## src/rtl/face_selector.sv

```systemverilog
// face_selector: turns the pet's status levels into the face index for the
// 16x2 LCD custom-character painter. A committed face is held for a minimum
// time so the slow repaint is not thrashed. The death face is sticky and
// bypasses the hold.
// Optional idle blink: define FACE_SEL_BLINK_EN to build the blink timer and
// the BLINK state. Without it, blinking is tied low and face 8 never appears.
`timescale 1ns/1ps

module face_selector #(
   parameter int QUANTITY_CUSTOM_CHAR = 9,
   parameter int LEVEL_W              = 3,
   parameter int LOW_THRESH           = 2,
   parameter int HIGH_THRESH          = 6,
   parameter int HOLD_CYCLES          = 50_000_000,
   parameter int BLINK_PERIOD         = 150_000_000,
   parameter int BLINK_LEN            = 12_500_000
) (
   input  logic                                    clk,
   input  logic                                    reset,
   input  logic [LEVEL_W-1:0]                      hunger_lvl,
   input  logic [LEVEL_W-1:0]                      energy_lvl,
   input  logic [LEVEL_W-1:0]                      happy_lvl,
   input  logic [LEVEL_W-1:0]                      health_lvl,
   input  logic                                    sleeping,
   input  logic                                    dead,
   output logic [$clog2(QUANTITY_CUSTOM_CHAR)-1:0] face_idx,
   output logic                                    face_changed,
   output logic                                    blinking
);

   localparam int FACE_W = $clog2(QUANTITY_CUSTOM_CHAR);

   localparam logic [FACE_W-1:0] FACE_NEUTRAL = FACE_W'(0);
   localparam logic [FACE_W-1:0] FACE_HAPPY   = FACE_W'(1);
   localparam logic [FACE_W-1:0] FACE_SAD     = FACE_W'(2);
   localparam logic [FACE_W-1:0] FACE_HUNGRY  = FACE_W'(3);
   localparam logic [FACE_W-1:0] FACE_TIRED   = FACE_W'(4);
   localparam logic [FACE_W-1:0] FACE_SLEEP   = FACE_W'(5);
   localparam logic [FACE_W-1:0] FACE_SICK    = FACE_W'(6);
   localparam logic [FACE_W-1:0] FACE_DEAD    = FACE_W'(7);

   localparam logic [LEVEL_W-1:0] LOW_LVL  = LEVEL_W'(LOW_THRESH);
   localparam logic [LEVEL_W-1:0] HIGH_LVL = LEVEL_W'(HIGH_THRESH);

   localparam int                HOLD_W    = (HOLD_CYCLES > 1) ? $clog2(HOLD_CYCLES) : 1;
   localparam logic [HOLD_W-1:0] HOLD_LOAD = HOLD_W'(HOLD_CYCLES - 1);

   typedef enum logic [1:0] {
      ST_SHOW,
      ST_READY,
      ST_BLINK
   } state_t;

   state_t              r_state;
   state_t              w_state_nxt;
   logic [FACE_W-1:0]   r_face_idx;
   logic [FACE_W-1:0]   w_face_nxt;
   logic                r_face_chg;
   logic [HOLD_W-1:0]   r_hold_cnt;
   logic [HOLD_W-1:0]   w_hold_nxt;
   logic [FACE_W-1:0]   r_cand_q;
   logic [FACE_W-1:0]   w_cand;
   logic                r_dead_lat;

`ifdef FACE_SEL_BLINK_EN
   localparam int                 BLINK_W    = $clog2(BLINK_PERIOD);
   localparam logic [BLINK_W-1:0] BLINK_LAST = BLINK_W'(BLINK_PERIOD - 1);
   localparam logic [BLINK_W-1:0] WIN_START  = BLINK_W'(BLINK_PERIOD - BLINK_LEN);

   logic [BLINK_W-1:0] r_blink_cnt;
   logic               w_window;

   // Free-running blink timer, wraps at BLINK_PERIOD-1.
   always_ff @(posedge clk) begin
      if (!reset) begin
         r_blink_cnt <= '0;
      end else if (r_blink_cnt == BLINK_LAST) begin
         r_blink_cnt <= '0;
      end else begin
         r_blink_cnt <= r_blink_cnt + BLINK_W'(1);
      end
   end

   assign w_window = (r_blink_cnt >= WIN_START);
   assign blinking = (r_state == ST_BLINK);
`else
   logic w_unused_blink_cfg;

   assign w_unused_blink_cfg = (BLINK_PERIOD > BLINK_LEN);
   assign blinking           = 1'b0;
`endif

   // Priority map from status levels to the candidate face.
   always_comb begin
      w_cand = FACE_NEUTRAL;
      if (r_dead_lat || dead) begin
         w_cand = FACE_DEAD;
      end else if (sleeping) begin
         w_cand = FACE_SLEEP;
      end else if (health_lvl <= LOW_LVL) begin
         w_cand = FACE_SICK;
      end else if (hunger_lvl <= LOW_LVL) begin
         w_cand = FACE_HUNGRY;
      end else if (energy_lvl <= LOW_LVL) begin
         w_cand = FACE_TIRED;
      end else if (happy_lvl <= LOW_LVL) begin
         w_cand = FACE_SAD;
      end else if (happy_lvl >= HIGH_LVL) begin
         w_cand = FACE_HAPPY;
      end
   end

   // Sticky death latch and registered candidate.
   always_ff @(posedge clk) begin
      if (!reset) begin
         r_dead_lat <= 1'b0;
         r_cand_q   <= FACE_NEUTRAL;
      end else begin
         r_dead_lat <= r_dead_lat | dead;
         r_cand_q   <= w_cand;
      end
   end

   // Next-state, next-face and hold-counter decisions; the death override
   // is checked ahead of the per-state rules so it bypasses any hold.
   always_comb begin
      w_state_nxt = r_state;
      w_face_nxt  = r_face_idx;
      w_hold_nxt  = r_hold_cnt;
      if (r_cand_q == FACE_DEAD && r_face_idx != FACE_DEAD) begin
         w_face_nxt  = r_cand_q;
         w_hold_nxt  = HOLD_LOAD;
         w_state_nxt = ST_SHOW;
      end else begin
         case (r_state)
            ST_SHOW: begin
               if (r_hold_cnt == '0) begin
                  w_state_nxt = ST_READY;
               end else begin
                  w_hold_nxt = r_hold_cnt - HOLD_W'(1);
               end
            end
            ST_READY: begin
               if (r_cand_q != r_face_idx) begin
                  w_face_nxt  = r_cand_q;
                  w_hold_nxt  = HOLD_LOAD;
                  w_state_nxt = ST_SHOW;
`ifdef FACE_SEL_BLINK_EN
               end else if (w_window && r_face_idx == FACE_NEUTRAL) begin
                  w_face_nxt  = FACE_W'(8);
                  w_state_nxt = ST_BLINK;
`endif
               end
            end
`ifdef FACE_SEL_BLINK_EN
            ST_BLINK: begin
               if (r_cand_q != FACE_NEUTRAL) begin
                  w_face_nxt  = r_cand_q;
                  w_hold_nxt  = HOLD_LOAD;
                  w_state_nxt = ST_SHOW;
               end else if (!w_window) begin
                  w_face_nxt  = FACE_NEUTRAL;
                  w_state_nxt = ST_READY;
               end
            end
`endif
            default: begin
               w_state_nxt = ST_SHOW;
            end
         endcase
      end
   end

   // State, face and hold registers; face_changed flags any value change.
   always_ff @(posedge clk) begin
      if (!reset) begin
         r_state    <= ST_SHOW;
         r_face_idx <= FACE_NEUTRAL;
         r_face_chg <= 1'b0;
         r_hold_cnt <= HOLD_LOAD;
      end else begin
         r_state    <= w_state_nxt;
         r_face_idx <= w_face_nxt;
         r_face_chg <= (w_face_nxt != r_face_idx);
         r_hold_cnt <= w_hold_nxt;
      end
   end

   assign face_idx     = r_face_idx;
   assign face_changed = r_face_chg;

endmodule

```

## config.mk

```make
export PLATFORM = sky130hd
export DESIGN_NAME = face_selector
export DESIGN_NICKNAME = d
export VERILOG_FILES = /design/src/rtl/face_selector.sv
export SDC_FILE = /design/constraint.sdc
export NUM_CORES = 1
export LEC_CHECK = 0
export CAP_MARGIN = 10
export CORE_UTILIZATION = 60
export CTS_BUF_LIST = sky130_fd_sc_hd__clkbuf_8
export DETAILED_ROUTE_END_ITERATION = 12
export PLACE_DENSITY = 0.91
export REMOVE_ABC_BUFFERS = 1
export SYNTH_ARGS = -nofsm -noshare
export SYNTH_HDL_FRONTEND = slang
export SYNTH_SLANG_ARGS = --single-unit
```

## constraint.sdc

```tcl
create_clock -name clk -period 4.5 [get_ports clk]
set_input_delay 0.9 -clock clk [delete_from_list [all_inputs] [get_ports clk]]
set_output_delay 0.9 -clock clk [all_outputs]
set_load 0.1 [all_outputs]
```

# Word-level counts from Yosys, hierarchy flattened
# Cells that the tools add are included.
classes:
  add_sub_neg: 1
  order_cmp: 5
  eq_ne: 8
  n_mux: 16
  bitwise_logic: 2
  reduce_logical: 9
op_table:
  columns: ["op", "n"]
  rows:
  - ["26-bit two-way mux", 2]
  - ["26-bit one-hot mux with 2 select lines", 1]
  - ["26-bit zero test", 1]
  - ["26-bit by 1-bit subtractor with 26-bit output (second input constant)", 1]
  - ["3-bit two-way mux", 5]
  - ["3-bit by 2-bit <= comparator with 1-bit output (second input constant)", 4]
  - ["4-bit two-way mux", 3]
  - ["4-bit inequality test", 2]
  - ["7-bit OR reduction", 1]
  - ["2-bit two-way mux", 3]
  - ["2-bit inequality test (second input constant)", 3]
  - ["4-bit by 3-bit equality test with 1-bit output (second input constant)", 1]
  - ["4-bit by 3-bit inequality test with 1-bit output (second input constant)", 1]
  - ["2-bit one-hot mux with 2 select lines", 1]
  - ["3-bit greater-or-equal comparator (second input constant)", 1]
  - ["3-bit AND reduction", 1]
  - ["2-bit by 1-bit equality test with 1-bit output (second input constant)", 1]
  - ["2-bit zero test", 1]
  - ["2-bit AND reduction", 1]
  - ["2-bit nonzero test", 1]
  - ["2-bit OR reduction", 1]
  - ["1-bit logical AND", 1]
  - ["1-bit logical OR", 1]
  - ["1-bit two-way mux", 1]
  - ["other kinds (2)", 2]
word_totals:
  regBits: 38
  input_bits: 16
  out_inout_bits: 6
  word_cells: 48

# Longest topological paths before layout
# Gate-level depths: netlist of the first run.
logic_depth:
  ltp_word: 8
  mapped_depth: 8
  mapped_depth_nobuf: 7

# Worst setup path after synthesis of the first run
# Ideal clock, no wire load.
synth_path:
  kind: "register -> register"
  start: "register r_face_idx[0] (netlist: face_idx[0])"
  end: "register r_hold_cnt[6]"
  setup_ns: 0.069
  arrival_ns: 2.414
  required_ns: 4.431
  setup_slack_ns: 2.017
  stages_incl_launch_ff: 7
  n_path_buf: 1
  period_less_slack_ns: 2.483
  path_cell_list: "dfxtp_1 -> xor2_1 -> or4_1 -> buf_2 -> o311a_1 -> and3_2 -> o21ai_1"
synth_between:
  elab_chain_cells: 3
  elab_cells_between_ends: 6
  cone_classes: "eq/ne (3); reduce/logical (3)"
synth_rtl:
  columns: ["element", "line_no", "text"]
  rows:
  - ["start: declaration", "56", "logic [FACE_W-1:0] r_face_idx;"]
  - ["start signal: assignment", "183", "r_face_idx <= w_face_nxt;"]
  - ["4-bit inequality test or 4-bit by 3-bit inequality test with 1-bit output (tied branches)", "144, 130", null]
  - ["2-bit inequality test (no source line) or 1-bit logical AND (tied branches)", null, null]
  - ["3-bit AND reduction (no source line) or 2-bit OR reduction (tied branches)", null, null]
  - ["end signal: assignment", "185", "r_hold_cnt <= w_hold_nxt;"]
  - ["end: declaration", "59", "logic [HOLD_W-1:0] r_hold_cnt;"]
# Several ways; a longest one is shown, not always the timed one.
# A chain may end at the register's enable or synchronous reset.

# Final worst setup path of the first run
layout_path:
  start: "input port reset"
  end: "register r_hold_cnt[18]"
layout_between:
  elab_chain_cells: 2
layout_rtl:
  columns: ["element", "line_no", "text"]
  rows:
  - ["start: declaration", "19", "input logic reset,"]
  - ["1-bit NOT (no source line)", null, null]
  - ["2-bit OR reduction (no source line)", null, null]
# Every way passes these cells.

==> metrics.cfg, run 1 <==
[detailed_routing]
drt_iter0_drc=116
wl_per_cell_microns=15.8
ant_nets=0
via_count=1683
drt-vias-per-instance=6.50
drcViolationCount=0
dr.pass1.iters=4
wl_mm=4.09

[synth]
synth_compound_area_share_pct=16.6
synthTopCellsByArea=dfxtp_1 40%, xor2_1 5.3%, a21oi_1 3.8%
synth-async-reset-ratio_pct=0
synth_top_family_by_area=simple AND/OR/NAND/NOR gates
syn_area_sq_um=1820
synth_fa_ha_area_share_pct=0.686
ys_seq_elements=36
ys_seq_area_share_pct=39.5
ys_types=50
synth-xor-area-share_pct=6.24
avgSynthCellArea_sq_um=8.77
synth_warnings=0
muxShareOfSynthArea_pct=2.19
yosys.area.top_type=dfxtp_1
synth_ff_type=dfxtp_1
synth-simple-area-share_pct=30.8
synth_top_area_share_pct=39.5
synth_edf_count=0
synthesis.instances=208

[floorplan]
die_area_sq_um=3260
fp.coreArea_sq_um=2830
ioPinCount=22
die_w_microns=57.1
start_util_pct=64.5
die_y_microns=57.1
rows=19

[power]
ir_worst_vdd_v=0.000298
p_clk_share_pct=41.0
p_seq_share_pct=49.9
p_sw_mw=0.157
power.density_nw_per_um2=315
internal-power_mw=0.512
pwr-share-comb_pct=9.1
p_sw_share_pct=23.5
total_leakage_power_nw=0.755
p_total_mw=0.669

[hold_path]
hold_path_class=reg -> reg
hold_start=r_hold_cnt[24]$_SDFFE_PP0P_

[final_layout]
final_cell_area_sq_um=2120
layout_common_cells=36 x dfxtp_1, 20 x clkdlybuf4s50_1, 17 x nor2_1, 17 x nand2_1, 14 x a21oi_1
areaGrowthSynthToFinish_pct=16.5
final_common_cell=dfxtp_1
final_net_count=244
fill_cells=219
antennaDiodeCount=0
final_cell_count_no_fill=259
drive_above_1_share_pct=6.58

[timing]
setup_viol=0
fin_setup_tns_ns=0
whs_ns=0.504
clock.fmax_ghz=0.358
finClkSkew_ns=0.00367
period_minus_slack_ns=2.79
final.period_utilization_pct=62.0
drv_slew=0
worst_pin_slew_ns=0.972
slew_headroom_pct=35.0
rsz0062_at_grt=no
hold_viol_final=0

[global_routing]
gr-total-overflow=0
grt_max_degree=21
grt_pass1_wl_mm=7.23
grt_usage_pct=28.4
grt_pass1_vias=1730
antenna_found_initial=0

[placement]
placed_cells=251
globalplace.congestion=0.858
place_area_sq_um=2020
dpl.hpwl_mm=3.01
port_buffers=20

[clocking]
insertion_delay_ns=0.29
root_buffer=clkbuf_8
clockBufferDepth=2
cts.clk_slew.worst_paths_ns=0.07
cts_buffers=5
clkSinkCount=36
cts_tree=done
post_cts_buffers=0
htreeDepth=2
cts.repair.resized=0
cts_hold_buf=0

[critical_path]
endpoint_kind=flop
critPathKind=in -> reg
crit_fanout=20
cp.arrival_ns=3.00
crit_start=reset
start_kind=input port
cp.required_ns=4.71
r2r_start=r_hold_cnt[21]$_SDFFE_PP1P_

[job]
maxCapViolations=0

[run_status]
status=complete, no violations

## through the flow
step / util [%] / worst slack, ns
after floorplan: - / 2.00
after global placement: 71.3 / 1.56
after detailed placement: 71.3 / 1.43
after CTS: 75.1 / 1.72
after global routing: 75.1 / 1.48
final: 75.1 / 1.71
## registers in the layout (all words and copies together) (netlist names)
| signal | count |
|---|---|
| face_idx | 4 |
| face_changed | 1 |
| r_dead_lat | 1 |
| r_state | 1 |
| r_cand_q | 3 |
| r_hold_cnt | 26 |
## logic make-up after synthesis
| family | count (synthesis) |
|---|---|
| AND/OR/NAND/NOR | 95 |
| AO/OA/AOI/OAI | 44 |
| flip-flops | 36 |
| buffers and inverters | 14 |
| XOR/XNOR | 13 |
| multiplexers | 4 |
| adder cells (fa/ha/maj) | 1 |
| other | 1 |
## synthesized netlist by cell type (2+ instances only)
| master | count |
|---|---|
| nor4_1 | 5 |
| mux2i_1 | 4 |
| nand4b_1 | 3 |
| and3_2 | 2 |
| and2_1 | 4 |
| nand4_1 | 6 |
| buf_2 | 4 |
| o311ai_0 | 2 |
| inv_1 | 6 |
| nor3_1 | 6 |
| a211o_1 | 2 |
| xor2_1 | 11 |
| nor2_1 | 17 |
| o211ai_1 | 2 |
| nor4_4 | 2 |
| o31ai_1 | 6 |
| o21ai_0 | 5 |
| a21oi_1 | 14 |
| dfxtp_1 | 36 |
| nand2_1 | 17 |
| o21ai_1 | 2 |
| o41ai_1 | 2 |
| and3_1 | 4 |
| nand3_1 | 7 |
| or4_1 | 8 |
| xnor2_1 | 2 |
| clkbuf_1 | 2 |
| or3_1 | 5 |
## worst max-delay path, cell delays in order
cell and delay, ns:
clkdlybuf4s50_1 0.53, inv_1 0.14, a41oi_1 0.38, and2_1 0.64, o311ai_0 0.27, o21ai_0 0.13
## power by group through the flow
stage	combinational [mW]	sequential, mW	clock (mW)
finish	0.0611	0.334	0.274
global route	0.0665	0.335	0.292
CTS	0.0615	0.334	0.279
detailed placement	0.0612	0.341	0
global placement	0.0594	0.340	0
floorplan	0.0263	0.350	0
## worst paths after layout
kind	end	slack, ns	cells past startpoint
max	r_hold_cnt[18]$_SDFFE_PP0P_	1.71	6
min	r_hold_cnt[24]$_SDFFE_PP0P_	0.50	2
max reg2reg	r_hold_cnt[25]$_SDFFE_PP1P_	2.03	5
min reg2reg	r_hold_cnt[24]$_SDFFE_PP0P_	0.50	2
## cell type report
class | instances | area, sq um | share of cell area (%)
Sequential cell | 36 | 721 | 33.9
Clock inverter | 3 | 38.8 | 1.83
Tap cell | 31 | 38.8 | 1.83
Multi-Input combinational cell | 158 | 1030 | 48.7
Clock buffer | 5 | 68.8 | 3.24
Timing Repair Buffer | 20 | 200 | 9.42
Inverter | 6 | 22.5 | 1.06
## layer usage
metal  share of wire [%]  vias to the layer above  global-route usage [%]
met5                   0                        -                       0
met1                  41                      790                    31.7
li1                    -                      818                       -
met3                 5.8                        9                    6.80
met4                 1.7                        0                    12.2
met2                  51                       66                    51.3
Note: power is estimated with default switching activity, not from simulation.
==> run 2: changes to the inputs <==
Settings changed: CORE_UTILIZATION 60 to 52, PLACE_DENSITY 0.91 to 0.84.
Clock period 4.5 ns to 2.3 ns, I/O delays scaled along.
==> metrics.cfg, run 2 (synthesis results as in run 1) <==
[final_layout]
final_common_cell=dfxtp_1
regArea_sq_um=721
largest-register=r_hold_cnt
multi_input_area_sq_um=1030
final_cell_area_sq_um=2210
drive_above_1_share_pct=12.3
layout_common_cells=36 x dfxtp_1, 17 x nor2_1, 17 x nand2_1
fill_cells=299
antennaDiodeCount=0
largest_reg_flops=26
final_net_count=252
areaGrowthSynthToFinish_pct=21.1

[detailed_routing]
via_count=1645
drt_iter0_drc=67
wl_mm=3.86
wl_per_cell_microns=13.7
drcViolationCount=0
dr.pass1.iters=4
ant_nets=0
drt-vias-per-instance=5.83

[global_routing]
grt_pass1_vias=1529
grt_max_degree=13
antenna_found_initial=0
gr-total-overflow=0
grt_pass1_wl_mm=6.44
grt_usage_pct=23.8

[critical_path]
crit_buf_inv=1
endpoint_kind=flop
path_depth=7
crit_fanout=9
cp.arrival_ns=2.32
start_kind=flop
cp_slowest_cell=dfxtp_1
slowest_delay_ns=0.42
path_cells=inv_1, ha_1, nor3b_1, and4_2, a41o_1, or3_1, o31ai_1
r2r_cells=7
critPathKind=reg -> reg
critical-path-top-delay-family=simple AND/OR/NAND/NOR gates
cp.required_ns=2.49
r2r_slack_ns=0.17

[power]
ir_worst_vdd_v=0.000337
p_seq_share_pct=47.4
p_sw_share_pct=22.2
pwr-share-comb_pct=8.8
total_leakage_power_nw=0.808
internal-power_mw=1.07
p_clk_share_pct=43.7
power.density_nw_per_um2=622
p_sw_mw=0.305

[timing]
setup_ws_ns=0.166
rsz0062_at_grt=no
finClkSkew_ns=0.00820
final.period_utilization_pct=92.8
drv_slew=0
hold_viol_final=0
period_minus_slack_ns=2.13
clock.fmax_ghz=0.469
setup_viol=0

[floorplan]
start_util_pct=54.7
fp.coreArea_sq_um=3340
rows=21
die_w_microns=61.2
die_area_sq_um=3750
ioPinCount=22
die_y_microns=61.2

[clocking]
cts_hold_buf=0
root_buffer=clkbuf_8
cts_tree=done
cts.clk_slew.worst_paths_ns=0.07
htreeDepth=2
insertion_delay_ns=0.29
post_cts_buffers=0
cts.repair.resized=0
cts_buffers=5
clkSinkCount=36
clockBufferDepth=2

[placement]
place_area_sq_um=2080
dpl.hpwl_mm=2.91
port_buffers=20
place_ws_ns=0.190
globalplace.congestion=0.924

[job]
maxCapViolations=0

[hold_path]
holdPathStages=2
hold_path_class=reg -> reg

[run_status]
status=complete, no violations

==> run 2: cell count changes in the layout (fill, tap and decap cells not counted) <==
| cell | before | now |
|---|---|---|
| clkdlybuf4s50_1 | 20 | 15 |
| clkbuf_8 | 5 | 7 |
| clkinv_2 | 1 | 0 |
| buf_4 | 0 | 13 |
| inv_1 | 7 | 6 |
==> run 2: final cells by class <==
type	instances	share of cell area (%)
flip-flops and latches	36	32.6
clock buffers	7	4.36
well taps	46	2.60
inverters	6	1.02
repair buffers	28	11.2
clock inverters	1	1.36
multi-input cells	158	46.8
==> run 2: worst paths after layout <==
check	start	endpoint
setup / recovery	r_hold_cnt[0]$_SDFFE_PP1P_	r_hold_cnt[9]$_SDFFE_PP0P_
hold / removal	r_dead_lat$_SDFF_PN0_	r_dead_lat$_SDFF_PN0_
setup reg to reg	r_hold_cnt[0]$_SDFFE_PP1P_	r_hold_cnt[9]$_SDFFE_PP0P_
hold reg to reg	r_dead_lat$_SDFF_PN0_	r_dead_lat$_SDFF_PN0_
==> run 2: metal layers <==
metal / global-route usage [%] / wire length [microns] / vias up
met5: 0 / 0 / -
met4: 11.0 / 81 / 0
met3: 8.19 / 131 / 8
met2: 40.7 / 1910 / 27
met1: 26.5 / 1740 / 776
li1: - / - / 834
==> run 2: worst min-delay path, delay by kind of cell (launching register included) <==
family / cells / cell delay, ns
flops: 1 / 0.33
simple gates: 2 / 0.12
==> run 2: stage by stage <==
step	TNS [ns]	utilization (%)	power (mW)	cells	hold WS, ns
final	0	66.2	1.37	282	0.493
after global routing	0	66.2	1.43	282	0.534
after floorplan	-3.41	-	0.736	200	0.444
after detailed placement	0	62.4	0.788	274	0.479
after CTS	0	66.2	1.39	282	0.495
after global placement	0	62.4	0.785	274	0.468
==> run 2: power by group through the flow <==
| stage | combinational, mW | clock (mW) | sequential (mW) |
|---|---|---|---|
| after CTS | 0.121 | 0.618 | 0.652 |
| after floorplan | 0.0514 | 0 | 0.685 |
| after detailed placement | 0.121 | 0 | 0.666 |
| after global routing | 0.132 | 0.641 | 0.654 |
| after global placement | 0.120 | 0 | 0.665 |
| final | 0.121 | 0.601 | 0.652 |
==> run 3: changes to the inputs <==
Settings changed: CORE_MARGIN from default to 1.
==> results of run 3 <==
No change in the layout: final DEF, timing and power equal those of run 2.
==> edit 1: new RTL, config.mk and constraints of run 2 <==
`QUANTITY_CUSTOM_CHAR`: 9 -> 8.
--- a/src/rtl/face_selector.sv
+++ b/src/rtl/face_selector.sv
@@ -7,7 +7,7 @@
 `timescale 1ns/1ps
 
 module face_selector #(
-   parameter int QUANTITY_CUSTOM_CHAR = 9,
+   parameter int QUANTITY_CUSTOM_CHAR = 8,
    parameter int LEVEL_W              = 3,
    parameter int LOW_THRESH           = 2,
    parameter int HIGH_THRESH          = 6,
Interface: changed (resized face_idx); port bits go from 22 to 21. The function was not compared with the original's and may differ.
==> edit 1 against run 2 <==
Critical path depth fell by 2; final area up 3.9%; combinational power grew 7%; fmax shrank 4.8%; die area increased by 4.1%; setup slack got worse by 110 ps; total power decreased by 9.6%; routed wire length increased by 13%; largest cell class unchanged; final cell count up 5.7%; sequential cell count shrank 1; synthesized area grew 4.3%.
==> edit 1: results (changes against run 2) <==
• **Layout Cell Area excl Fill** 2295 µm², +3.9%
• **worst supply voltage drop on vdd** 0.2768 mV, -18%
• **clock latency reported for the late side of the worst-skew pair** 280 ps
• **fill count** 282, -5.7%
• **half-perimeter wire length after placement** 3.166 mm, +8.8%
• **largest net degree at the start of global routing** 19, +6
• **share of the yosys chip area belonging to registers** 36.84%, -2.7 points
• **wire length of the first global-routing pass** 7.514 mm, +17%
• **fraction of layout cells with a size suffix above 1** 17.06%, +4.8 points
• **Post-layout nets** 268, +6.3%
• **number of library cell types mapped by synthesis** 54, +8.0%
• **cell chosen for the clock root** clkbuf_8
• **vias per cell** 6.232, +6.8%
• **Routability Congestion** 0.8592, -7.0%
• **Synth Instances** 221, +6.3%
• **routed length on met2** 2.174 mm, +14%
• **number of global-route vias before repair** 1750, +14%
• **aggregate global-route resource usage** 23.58%, -0.18 points
• **routed metal-1 wirelength** 1.942 mm, +12%
• **data arrival time of the critical path** 2440 ps, +120 ps
• **maximum clock skew at final layout** 2.404 ps, -5.794 ps
• **outcome** complete, no violations
• **met3 WL** 186 µm, +42%
• **number of DRC markers in iteration 0** 227, +240%
• **number of vias in the routed layout** 1857, +13%
• **Cell Area, Placed** 2168 µm², +4.1%
• **worst flop-to-flop path startpoint** r_hold_cnt[12]$_SDFFE_PP1P_
• **post-placement cell count** 290, +5.8%
• **top cells by area in the synthesized netlist** dfxtp_1, a21oi_1, o31ai_1
• **register with the highest flop count** r_hold_cnt
• **register-to-register setup slack** 60 ps, -110 ps
• **port bufs** 19, -5.0%
• **Synth Warn #** 0, unchanged
• **Routed WL** 4.371 mm, +13%
• **Post-synth top cells** dfxtp_1, nor2_1, a21oi_1
• **Leakage** 0.0007880 µW, -2.4%
==> edit 1: what timing repair did <==
action,4_1_cts,5_1_grt
setup endpoints to repair,0,6
hold buffers,0,0
resized for setup,0,4
endpoints found under the hold margin,0,0
==> edit 1: final timing paths <==
kind,end,depth (start not counted)
worst max-delay path,r_hold_cnt[5]$_SDFFE_PP1P_,5
worst max register to register,r_hold_cnt[5]$_SDFFE_PP1P_,5
worst min register to register,r_hold_cnt[9]$_SDFFE_PP0P_,2
worst min-delay path,r_hold_cnt[9]$_SDFFE_PP0P_,2
==> edit 1: final cells by class <==
| type | count | share of cell area, % |
|---|---|---|
| clock buffer | 7 | 4.198 |
| clock inverter | 1 | 0.1636 |
| inverter | 3 | 0.4907 |
| multi-input combinational | 175 | 50.33 |
| sequential | 35 | 30.53 |
| tap | 46 | 2.508 |
| timing repair buffer | 31 | 11.78 |
==> edit 1: layer usage <==
| layer | vias up | global-route usage, % |
|---|---|---|
| li1 | 919 | - |
| met3 | 9 | 4.562 |
| met2 | 47 | 41.58 |
| met5 | - | 0 |
| met1 | 882 | 28.88 |
| met4 | 0 | 6.686 |
==> edit 1: cells by family after synthesis <==
kind of cell,Yosys count,share of synthesized area (%)
AOI/OAI and AO/OA,58,20.00
xor gates and xnor gates,7,3.224
adders and majority gates,1,0.6578
buffers and inverters,11,3.816
DFF,35,36.84
muxes,2,1.053
other,1,0.1972
and+or+nand+nor,106,34.21
==> edit 1: critical path, cell delays in order, from the launching register on <==
cell,delay [ps]
dfxtp_1,360
or4_1,670
nor3_2,320
nand4_1,300
and4_1,310
o21ai_0,190
==> edit 1: power by group <==
group / internal, µW / switching, µW / total (µW)
Combinational: 55.2 / 73.7 / 129
Sequential: 619 / 11.5 / 631
Clock: 269 / 214 / 483
Total: 943 / 299 / 1240
==> edit 1: stage by stage <==
step	hold slack, ps	setup slack [ps]
2_1_floorplan	450.2	-221.9
5_1_grt	512.1	-58.38
3_5_place_dp	473.8	71.27
3_3_place_gp	462.2	148.4
4_1_cts	484.1	67.72
6_report	490.7	57.89
==> edit 2: new RTL, settings of run 2 <==
Without the edit above. Put one more register stage on the output `face_idx`, without a reset. The value now appears one clock later. The other outputs are not delayed to match.
--- a/src/rtl/face_selector.sv
+++ b/src/rtl/face_selector.sv
@@ -186,7 +186,9 @@
       end
    end
 
-   assign face_idx     = r_face_idx;
+   always_ff @(posedge clk) begin
+      face_idx <= r_face_idx;
+   end
    assign face_changed = r_face_chg;
 
 endmodule
Formal check against the unedited RTL: not equivalent (a bounded check fails within 4 cycles, from zero or initial values and one cycle with reset low).
==> edit 2 against run 2 <==
The run now ends with negative setup slack left; final area up 18%; synthesized area up 3.7%; combinational power up 7%; synthesized cell count up 4.8%; hold slack worse by 94 ps; setup slack worse by 290 ps; routed wire length up 36%; critical path depth down 2; sequential cell count up 4; sequential share of layout area down 1.9 points; total power up 4.0%; largest power group unchanged.
==> edit 2: results (changes against run 2) <==
• **final setup violating endpoints** 20, +20
• **number of flip-flops in the largest register** 26, unchanged
• **number of global-route vias before repair** 1830, +20%
• **Ant. Diodes** 0, unchanged
• **largest net degree at the start of global routing** 22, +9
• **share of the yosys chip area belonging to registers** 42.33%, +2.8 points
• **number of vias in the routed layout** 1931, +17%
• **number of DRC markers in iteration 0** 112, +67%
• **Post-layout nets** 287, +14%
• **number of buffers created by CTS** 5, unchanged
• **number of library cell types mapped by synthesis** 43, -14%
• **fraction of layout cells with a size suffix above 1** 31.00%, +19 points
• **first drt pass iteration count** 4, unchanged
• **outcome** finished with violations
• **post-placement cell count** 306, +12%
• **aggregate global-route resource usage** 24.37%, +0.62 points
• **final worst-path setup slack** -125.8 ps, -292.3 ps
• **average instance area after synthesis** 8.678 µm², -1.1%
• **Leakage** 0.0009945 µW, +23%
• **Cell Area, Placed** 2318 µm², +11%
• **wire length of the first global-routing pass** 7.583 mm, +18%
• **worst supply voltage drop on vdd** 0.4964 mV, +47%
• **maximum clock insertion buffer count** 2, unchanged
• **worst min-delay path category** reg2reg
• **half-perimeter wire length after placement** 3.079 mm, +5.8%
• **share of flip-flops with an asynchronous set or reset after synthesis** 0%, unchanged
• **top cells by area in the synthesized netlist** dfxtp_1, a21oi_1, or3_1
• **Post-synth top cells** dfxtp_1, a21oi_1, o21ai_0
• **maximum clock skew at final layout** 5.704 ps, -2.494 ps
• **number of antenna violations at the first check in global routing** 0, unchanged
• **fill count** 248, -17%
• **registers with the most flip-flops** r_hold_cnt x26, face_idx x4, r_face_idx x4
• **violations in the final reports** negative setup slack
• **XOR/XNOR Fraction of Synth Area** 1.852%, -4.4 points
• **start point of the worst hold path** r_face_idx[1]$_SDFF_PN0_
• **summed negative setup slack over all endpoints** -1684 ps, -1684 ps
• **cell chosen for the clock root** clkbuf_8
• **Crit. Startpoint** r_hold_cnt[12]$_SDFFE_PP1P_
• **Synth Area in Compound Gates** 20.44%, +3.8 points
• **arithmetic-cell share of the synthesized area counting full adders, half adders and majority gates** 0.6614%, -0.024 points
• **cell-internal power** 1082 µW, +1.1%
• **final std cells w/o fill** 317, +12%
• **maximum level of the CTS H-tree** 2, unchanged
• **biggest fanout along the worst timing path** 5, -4
• **data arrival time of the critical path** 2620 ps, +300 ps
• **multiplexer share of the synthesized area** 1.587%, -0.61 points
• **port bufs** 20, unchanged
• **Routability Congestion** 0.8042, -13%
• **WL/cell** 16.63 µm, +21%
==> edit 2: path summary, 6_finish.rpt <==
path | to | cells past startpoint
worst max-delay path | r_hold_cnt[24]$_SDFFE_PP0P_ | 5
worst min register to register | face_idx[1]$_DFF_P_ | 0
worst max register to register | r_hold_cnt[24]$_SDFFE_PP0P_ | 5
worst min-delay path | face_idx[1]$_DFF_P_ | 0
==> edit 2: through the flow <==
| step | util [%] | setup slack [ps] | power [µW] | hold WS, ps |
|---|---|---|---|---|
| 2_1_floorplan | - | -204.5 | 808.1 | 370.2 |
| 3_3_place_gp | 67.88 | -63.57 | 854.9 | 386.8 |
| 3_5_place_dp | 67.88 | -107.0 | 858.4 | 383.8 |
| 4_1_cts | 71.72 | -81.11 | 1423 | 393.6 |
| 5_1_grt | 76.34 | -166.8 | 1478 | 418.3 |
| 6_report | 76.34 | -125.8 | 1429 | 398.7 |
==> edit 2: power groups by stage <==
| stage | Clock, µW | Sequential, µW | Combinational [µW] |
|---|---|---|---|
| after CTS | 580 | 721 | 123 |
| final | 579 | 721 | 129 |
| after global placement | 0 | 736 | 119 |
| after detailed placement | 0 | 737 | 122 |
| after floorplan | 0 | 758 | 50.3 |
| after global routing | 616 | 724 | 138 |
==> edit 2: layout make-up <==
| type | count | area share, % |
|---|---|---|
| multi-input combinational | 164 | 44.63 |
| sequential | 40 | 30.76 |
| timing repair buffer | 53 | 17.27 |
| clock buffer | 5 | 2.639 |
| tap | 46 | 2.207 |
| clock inverter | 3 | 1.631 |
| inverter | 6 | 0.8637 |
==> edit 2: repair_timing <==
item / in CTS / in global routing
gates cloned: 0 / 2
setup buffers: 0 / 1
pin swaps: 0 / 17
resized for setup: 6 / 37
setup endpoints to repair: 17 / 25
==> edit 2: logic make-up (layout without fill, tap and decap cells) <==
kind of cell	count (synthesis)	count (layout)
AO/OA/AOI/OAI	63	63
multiplexers	3	3
AND/OR/NAND/NOR	92	92
flip-flops	40	40
adder cells (fa/ha/maj)	1	1
XOR/XNOR	4	4
other	1	1
buffers and inverters	14	67
==> edit 2: critical path, stage by stage (launching register included) <==
cell	delay, ps
dfxtp_2	330
or4_4	530
or4_4	470
or4_4	540
and3_4	190
a221o_1	260
==> edit 2: per-layer routing <==
metal / global-route usage (%) / vias to the layer above / wire length, µm
li1: - / 929 / -
met1: 28.94 / 933 / 2240
met2: 42.99 / 54 / 2713
met3: 5.699 / 15 / 190
met4: 8.140 / 0 / 128
met5: 0 / - / 0
